[config.mk]
export PLATFORM = sky130hd
export DESIGN_NAME = shift_engine
export DESIGN_NICKNAME = d
export VERILOG_FILES = /design/src/rtl/shift_engine_pkg.sv /design/src/rtl/shift_engine_sr_counter.sv /design/src/rtl/shift_engine.sv
export SDC_FILE = /design/constraint.sdc
export NUM_CORES = 1
export LEC_CHECK = 0
export BUFFER_PORTS_ARGS = -buffer_cell sky130_fd_sc_hd__buf_4
export CORE_UTILIZATION = 30
export CTS_CLUSTER_SIZE = 8
export DETAILED_ROUTE_END_ITERATION = 16
export PLACE_DENSITY_LB_ADDON = 0.25
export SLEW_MARGIN = 20
export SYNTH_ARGS = -nofsm -noshare
export SYNTH_HDL_FRONTEND = slang
export SYNTH_SLANG_ARGS = --single-unit
[constraint.sdc]
create_clock -name clk -period 2.3 [get_ports clk]
set_input_delay 0.345 -clock clk [delete_from_list [all_inputs] [get_ports clk]]
set_output_delay 0.345 -clock clk [all_outputs]
set_load 0.005 [all_outputs]
[src/rtl/shift_engine_pkg.sv]
// Shared types and constants for the shift_engine serialiser/deserialiser.
// The FSM hands the shift register one of the se_mode_t commands each cycle.
package shift_engine_pkg;

  typedef enum logic [1:0] {
    SE_IDLE  = 2'd0,
    SE_SHIFT = 2'd1,
    SE_DONE  = 2'd2
  } se_state_t;

  typedef logic [1:0] se_mode_t;

  localparam se_mode_t SE_HOLD  = 2'b00;
  localparam se_mode_t SE_RIGHT = 2'b01;
  localparam se_mode_t SE_LEFT  = 2'b10;
  localparam se_mode_t SE_LOAD  = 2'b11;

endpackage

[src/rtl/shift_engine_sr_counter.sv]
// Synchronous-reset up-counter with clear and increment; clear wins over increment.
module sr_counter #(
  parameter int COUNTER_WIDTH = 4
) (
  input  logic                     clk,
  input  logic                     reset,
  input  logic                     clr_i,
  input  logic                     inc_i,
  output logic [COUNTER_WIDTH-1:0] count_o
);

  logic [COUNTER_WIDTH-1:0] count_q;
  logic [COUNTER_WIDTH-1:0] count_d;

  always_comb begin
    // NOTE: default assignment first so every path drives count_d and no latch is inferred.
    count_d = count_q;
    if (clr_i) begin
      count_d = '0;
    end else if (inc_i) begin
      count_d = count_q + COUNTER_WIDTH'(1);
    end
  end

  // NOTE: sequential state uses non-blocking assignments so all flops update together.
  always_ff @(posedge clk) begin
    if (reset) begin
      count_q <= '0;
    end else begin
      count_q <= count_d;
    end
  end

  assign count_o = count_q;

endmodule

[src/rtl/shift_engine.sv]
// Serialiser/deserialiser: loads a word on a valid/ready handshake, shifts it out
// MSB- or LSB-first on bit ticks while capturing serial_in, and pulses done.
module shift_engine
  import shift_engine_pkg::*;
#(
  parameter  int                    DATA_WIDTH  = 8,
  parameter  logic [DATA_WIDTH-1:0] RESET_VALUE = '0,
  localparam int                    CNT_WIDTH   = $clog2(DATA_WIDTH + 1)
) (
  input  logic                  clk,
  input  logic                  reset,
  input  logic                  ld_valid,
  output logic                  ld_ready,
  input  logic [DATA_WIDTH-1:0] ld_data,
  input  logic                  msb_first,
  input  logic                  shift_en,
  input  logic                  abort,
  input  logic                  serial_in,
  output logic                  serial_out,
  output logic [DATA_WIDTH-1:0] pout,
  output logic [CNT_WIDTH-1:0]  bit_cnt,
  output logic                  busy,
  output logic                  done
);

  se_state_t             state_q, state_d;
  se_mode_t              mode;
  logic                  cnt_clr, cnt_inc;
  logic [DATA_WIDTH-1:0] pout_q, pout_d;
  logic                  order_q, order_d;
  logic                  last_shift;

  // The tick that takes bit_cnt from W-1 to W is the final shift of the word.
  assign last_shift = (bit_cnt == CNT_WIDTH'(DATA_WIDTH - 1));

  always_ff @(posedge clk) begin
    if (reset) begin
      state_q <= SE_IDLE;
    end else begin
      state_q <= state_d;
    end
  end

  always_comb begin
    state_d = state_q;
    unique case (state_q)
      SE_IDLE:  if (ld_valid) state_d = SE_SHIFT;
      SE_SHIFT: begin
        if (abort) begin
          state_d = SE_IDLE;
        end else if (shift_en && last_shift) begin
          state_d = SE_DONE;
        end
      end
      SE_DONE:  state_d = SE_IDLE;
      default:  state_d = SE_IDLE;
    endcase
  end

  always_comb begin
    mode    = SE_HOLD;
    cnt_clr = 1'b0;
    cnt_inc = 1'b0;
    unique case (state_q)
      SE_IDLE: begin
        if (ld_valid) begin
          mode    = SE_LOAD;
          cnt_clr = 1'b1;
        end
      end
      SE_SHIFT: begin
        if (shift_en && !abort) begin
          mode    = order_q ? SE_LEFT : SE_RIGHT;
          cnt_inc = 1'b1;
        end
      end
      default: ;
    endcase
  end

  always_comb begin
    pout_d  = pout_q;
    order_d = order_q;
    unique case (mode)
      SE_LOAD: begin
        pout_d  = ld_data;
        order_d = msb_first;
      end
      SE_LEFT:  pout_d = {pout_q[DATA_WIDTH-2:0], serial_in};
      SE_RIGHT: pout_d = {serial_in, pout_q[DATA_WIDTH-1:1]};
      default:  ;
    endcase
  end

  always_ff @(posedge clk) begin
    if (reset) begin
      pout_q  <= RESET_VALUE;
      order_q <= 1'b1;
    end else begin
      pout_q  <= pout_d;
      order_q <= order_d;
    end
  end

  sr_counter #(
    .COUNTER_WIDTH(CNT_WIDTH)
  ) u_bit_cnt (
    .clk    (clk),
    .reset  (reset),
    .clr_i  (cnt_clr),
    .inc_i  (cnt_inc),
    .count_o(bit_cnt)
  );

  assign pout       = pout_q;
  assign serial_out = order_q ? pout_q[DATA_WIDTH-1] : pout_q[0];
  assign ld_ready   = (state_q == SE_IDLE);
  assign busy       = (state_q != SE_IDLE);
  assign done       = (state_q == SE_DONE);

endmodule

# == Yosys cells after proc, flatten, opt, wreduce, memory -nomap -nowiden ==
# Index checks and enable logic that the tools add are counted.
# op_classes
addsub,1
n_eq_ne,8
n_mux,14
n_reduce_logical,8
# op_table
op,count
$pmux 8 s3,1
$mux 2,6
$pmux 2 s2,2
$eq 2x2->1 const B,3
$mux 1,5
$add 4x1->4 const B,1
$eq 2x1->1 const B,2
$eq 4x3->1 const B,1
$ne 3x3->1 const B,1
$reduce_bool 3->1,1
$logic_and 1x1->1,2
$logic_not 2->1,1
$ne 2x2->1 const B,1
$reduce_and 2->1,1
$reduce_bool 2->1,1
$reduce_or 2->1,1
$logic_not 1->1,1
# totals
regBits,15
inputBits,15
word_cells,35

# == Logic depth before layout (Yosys ltp) ==
# logic_depth
ltp_word,6
depth_mapped,8

# == By module ==
# A second synthesis with hierarchy kept.
# hier_totals
cells_unflattened,102
area_unflattened_um2,888.4
# modules_own_cells
module,instances,cells_per_inst,area_each_um2
shift_engine,1,85,710.7
sr_counter,1,17,177.7

# == Worst setup path before layout ==
# No wires, ideal clock.
# synth_timing
path_type,reg2reg
startpoint,reg state_q[1]
endpoint,"reg pout_q[6], in the netlist pout[6]"
setup_time_ns,0.132
arrival_time_ns,1.769
path_slack_ns,0.399
stages_incl_launch_ff,9
path_buffers,1
synth_period_minus_slack_ns,1.901
cell_sequence,dfxtp_1 -> nand4bb_4 -> nor2_1 -> or2_2 -> ha_1 -> buf_4 -> a221oi_1 -> a211o_1 -> a21oi_1
# synth_between
elab_chain_len,4
word_cells_on_any_way,8
# synth_rtl
item,line_no,rtl
"start, declared",shift_engine.sv:26,"se_state_t state_q, state_d;"
"start signal, assigned",shift_engine.sv:40,state_q <= state_d;
$eq 2x1->1 / $logic_not 2->1 (equally long branches),shift_engine.sv:64,unique case (state_q)
$pmux 2 s2 (*),shift_engine.sv:64,
$eq 2x1->1 / $eq 2x2->1 (equally long branches),shift_engine.sv:84,unique case (mode)
$pmux 8 s3 / $reduce_bool 3->1 (equally long branches),-,
"end signal, assigned",shift_engine.sv:100,pout_q <= pout_d;
"end, declared",shift_engine.sv:29,"logic [DATA_WIDTH-1:0] pout_q, pout_d;"
# Every way passes the cells marked *; elsewhere a longest branch is shown, timed or not.
# A chain may end at the register's enable or synchronous reset.

# == Worst setup path in the final report ==
# layout_timing
startpoint,reg state_q[1]
endpoint,"reg pout_q[0], in the netlist pout[0]"
# The elaborated chain is that of the path after synthesis.

==> impl_metrics.json <==
{
  "status": "completed",
  "drc": 0,
  "die_area_sq_um": 3070,
  "synth_area_leaders": "dfxtp_1 35%, a211o_1 9.2%, ha_1 7.3%",
  "dr.pass1.iters": 4,
  "power_density_nw_per_um2": 561,
  "synth_xor_area_share_pct": 1.02,
  "slowest_delay_ns": 0.49,
  "fin_crit_sh_pct": 89.6,
  "gp_congestion": 0.761,
  "vias_per_cell": 5.04,
  "die_w_um": 55.5,
  "critPathArrivalTime_ns": 2.24,
  "crit_path_end_kind": "flop",
  "antenna_found_initial": 0,
  "initial_utilization_pct": 31.4,
  "crit_chain": "nand4bb_4 -> nor2_1 -> or2_2 -> ha_2 -> a211o_1 -> a21oi_1 -> a2111oi_1",
  "rsz0062_at_grt": "no",
  "crit_path_top_delay_cell": "ha_2",
  "hp-class": "in -> reg",
  "synth_area_leader_cell": "dfxtp_1",
  "peakVddDrop_mv": 0.272,
  "final_cells": 160,
  "placed_cells": 156,
  "drive_above_1_share_pct": 33.3,
  "slew-limit-headroom_pct": 79.5,
  "yosys_warnings": 0,
  "io-pin-count": 31,
  "layout_common_cells": "31 x buf_4, 15 x dfxtp_1, 12 x a21oi_1",
  "max_freq_ghz": 0.485,
  "htreeDepth": 1,
  "syn_area_per_cell_sq_um": 8.57,
  "overflow": 0,
  "p_int_w": 0.000444,
  "layout_commonest_cell": "buf_4",
  "power.total_w": 0.000636,
  "rr_worst_depth": 7,
  "ys_ff_latch": 15,
  "clk_path_buf_depth": 2,
  "worstSetupStartpointType": "flop",
  "synthSimpleGateAreaFrac_pct": 21.0,
  "critPathTopFamily": "simple AND/OR/NAND/NOR gates",
  "place_ws_ns": 0.115,
  "critPathBufInv": 0,
  "syn_inst": 100,
  "placed_area_sq_um": 1100,
  "drtAntennaViolNets": 0,
  "postCtsSetupBuffers": 0,
  "drt_wl_total_um": 2000,
  "hold_violations": 0,
  "seqPwrFrac_pct": 47.8,
  "cp_max_fo": 16,
  "hpwlAfterDp_um": 1480,
  "synth_top_area_share_pct": 35.0,
  "cts_tree": "built",
  "worst_slew_pin_slew_ns": 0.307,
  "grt_pass1_vias": 771,
  "n_antenna_cell": 0,
  "cts.sinks": 15,
  "grt_first_pass_wirelength_um": 3360,
  "synth_adder_area_share_pct": 7.30,
  "synth-compound-area-share_pct": 27.3,
  "netSwitchingFraction_pct": 30.3,
  "clk_pin_slew_ns": 0.10,
  "drtIter0Drc": 19,
  "grt_use_total_pct": 13.5,
  "hold_buffers": 0,
  "vias": 807,
  "setup_slack_ns": 0.238,
  "setup_violations": 0,
  "min_path_cells": 2,
  "clock-root-buffer": "clkbuf_4",
  "coreArea_sq_um": 2730,
  "nets": 150,
  "finClkSkew_ns": 0.00835,
  "avgRoutedWirePerCell_um": 12.5,
  "insertion_delay_ns": 0.29,
  "yosysSeqAreaShare_pct": 35.0,
  "n_fill_cell": 291,
  "tns_ns": 0,
  "area_growth_pct": 32.3,
  "maxCapViolations": 0,
  "pwr-share-clk_pct": 24.3,
  "period_minus_slack_ns": 2.06,
  "syn_area_sq_um": 857,
  "cp.required_ns": 2.48,
  "rows": 19,
  "cts_buffers": 3,
  "syn_nets": 120,
  "port_buffers": 30,
  "die_h_um": 55.5,
  "leakage_nw": 0.506,
  "cp.depth": 7,
  "report.final.slew_viol_count": 0,
  "criticalPathCategory": "reg -> reg",
  "grt_max_degree": 17,
  "p_switching_w": 0.000193,
  "finish.instance_area_sq_um": 1130,
  "combPwrFrac_pct": 27.9,
  "ys_types": 24,
  "synthMuxAreaShare_pct": 0,
  "synth_top_family_by_area": "compound AO/OA/AOI/OAI gates"
}
power groups by stage:
| stage | logic, W | registers, W | clock network, W |
|---|---|---|---|
| 2_1_floorplan | 0.000108 | 0.000306 | 0 |
| 3_3_place_gp | 0.000174 | 0.000310 | 0 |
| 3_5_place_dp | 0.000177 | 0.000310 | 0 |
| 4_1_cts | 0.000177 | 0.000304 | 0.000164 |
| 5_1_grt | 0.000198 | 0.000308 | 0.000175 |
| 6_report | 0.000178 | 0.000304 | 0.000155 |
cell usage after synthesis:
cell       instances
dfxtp_1           15
nand2_1           10
or3_1              2
inv_1             11
a21oi_1           12
buf_4              1
and4bb_2           1
clkbuf_1           2
a2111oi_1          1
nor2_1             5
buf_2              3
a21oi_2            1
nand4b_1           1
or2_2              2
xnor2_1            1
ha_1               5
nand4bb_4          1
nor3b_1            4
o21ai_0            3
a221oi_1           7
nand3_1            1
a211o_1            9
nor2b_1            1
and2b_2            1
cell type report:
| class | count | area, sq um | share of cell area (%) |
|---|---|---|---|
| inverters | 11 | 41.3 | 3.64 |
| clock buffers | 3 | 22.5 | 1.99 |
| flip-flops and latches | 15 | 300 | 26.5 |
| repair buffers | 31 | 233 | 20.5 |
| multi-input cells | 68 | 493 | 43.5 |
| well taps | 31 | 38.8 | 3.42 |
| clock inverters | 1 | 5.00 | 0.442 |
metrics by stage:
stage          hold slack (ns)  util [%]
2_1_floorplan            0.430         -
3_3_place_gp             0.496      40.2
3_5_place_dp             0.488      40.2
4_1_cts                  0.244      41.2
5_1_grt                  0.242      41.5
6_report                 0.253      41.5
logic make-up after synthesis:
family	count (synthesis)
and+or+nand+nor	29
DFF	15
buffers and inverters	17
adders and majority gates	5
AOI/OAI and AO/OA	33
xor gates and xnor gates	1
worst register-to-register path, cell delays in order, from the launching register on:
cell	delay, ns
dfxtp_1	0.43
nand4bb_4	0.20
nor2_1	0.06
or2_2	0.30
ha_2	0.49
a211o_1	0.14
a21oi_1	0.04
a2111oi_1	0.31
sequential cells by signal, indices dropped and copies added (netlist names):
register           flops
order_q                1
pout                   8
state_q                2
u_bit_cnt.count_o      4
final timing paths:
| kind | start | end | slack [ns] |
|---|---|---|---|
| worst max-delay path | state_q[1] | pout[0] | 0.24 |
| worst min-delay path | msb_first | order_q | 0.25 |
| worst max register to register | state_q[1] | pout[0] | 0.24 |
| worst min register to register | pout[1] | pout[1] | 0.50 |
metal layers:
layer  global-route usage [%]  part of all wire [%]  up-vias
met2                     22.0                    49       27
met5                        0                     0        -
met4                     5.36                     0        0
met3                     2.34                   5.6        0
met1                     17.7                    45      364
li1                         -                     -      416
repair_timing:
| action | 4_1_cts | 5_1_grt |
|---|---|---|
| setup endpoints to repair | 0 | 8 |
| gates resized for setup | 0 | 2 |
| hold endpoints to repair | 0 | 0 |
No activity file was read; power rests on OpenSTA's default activity.
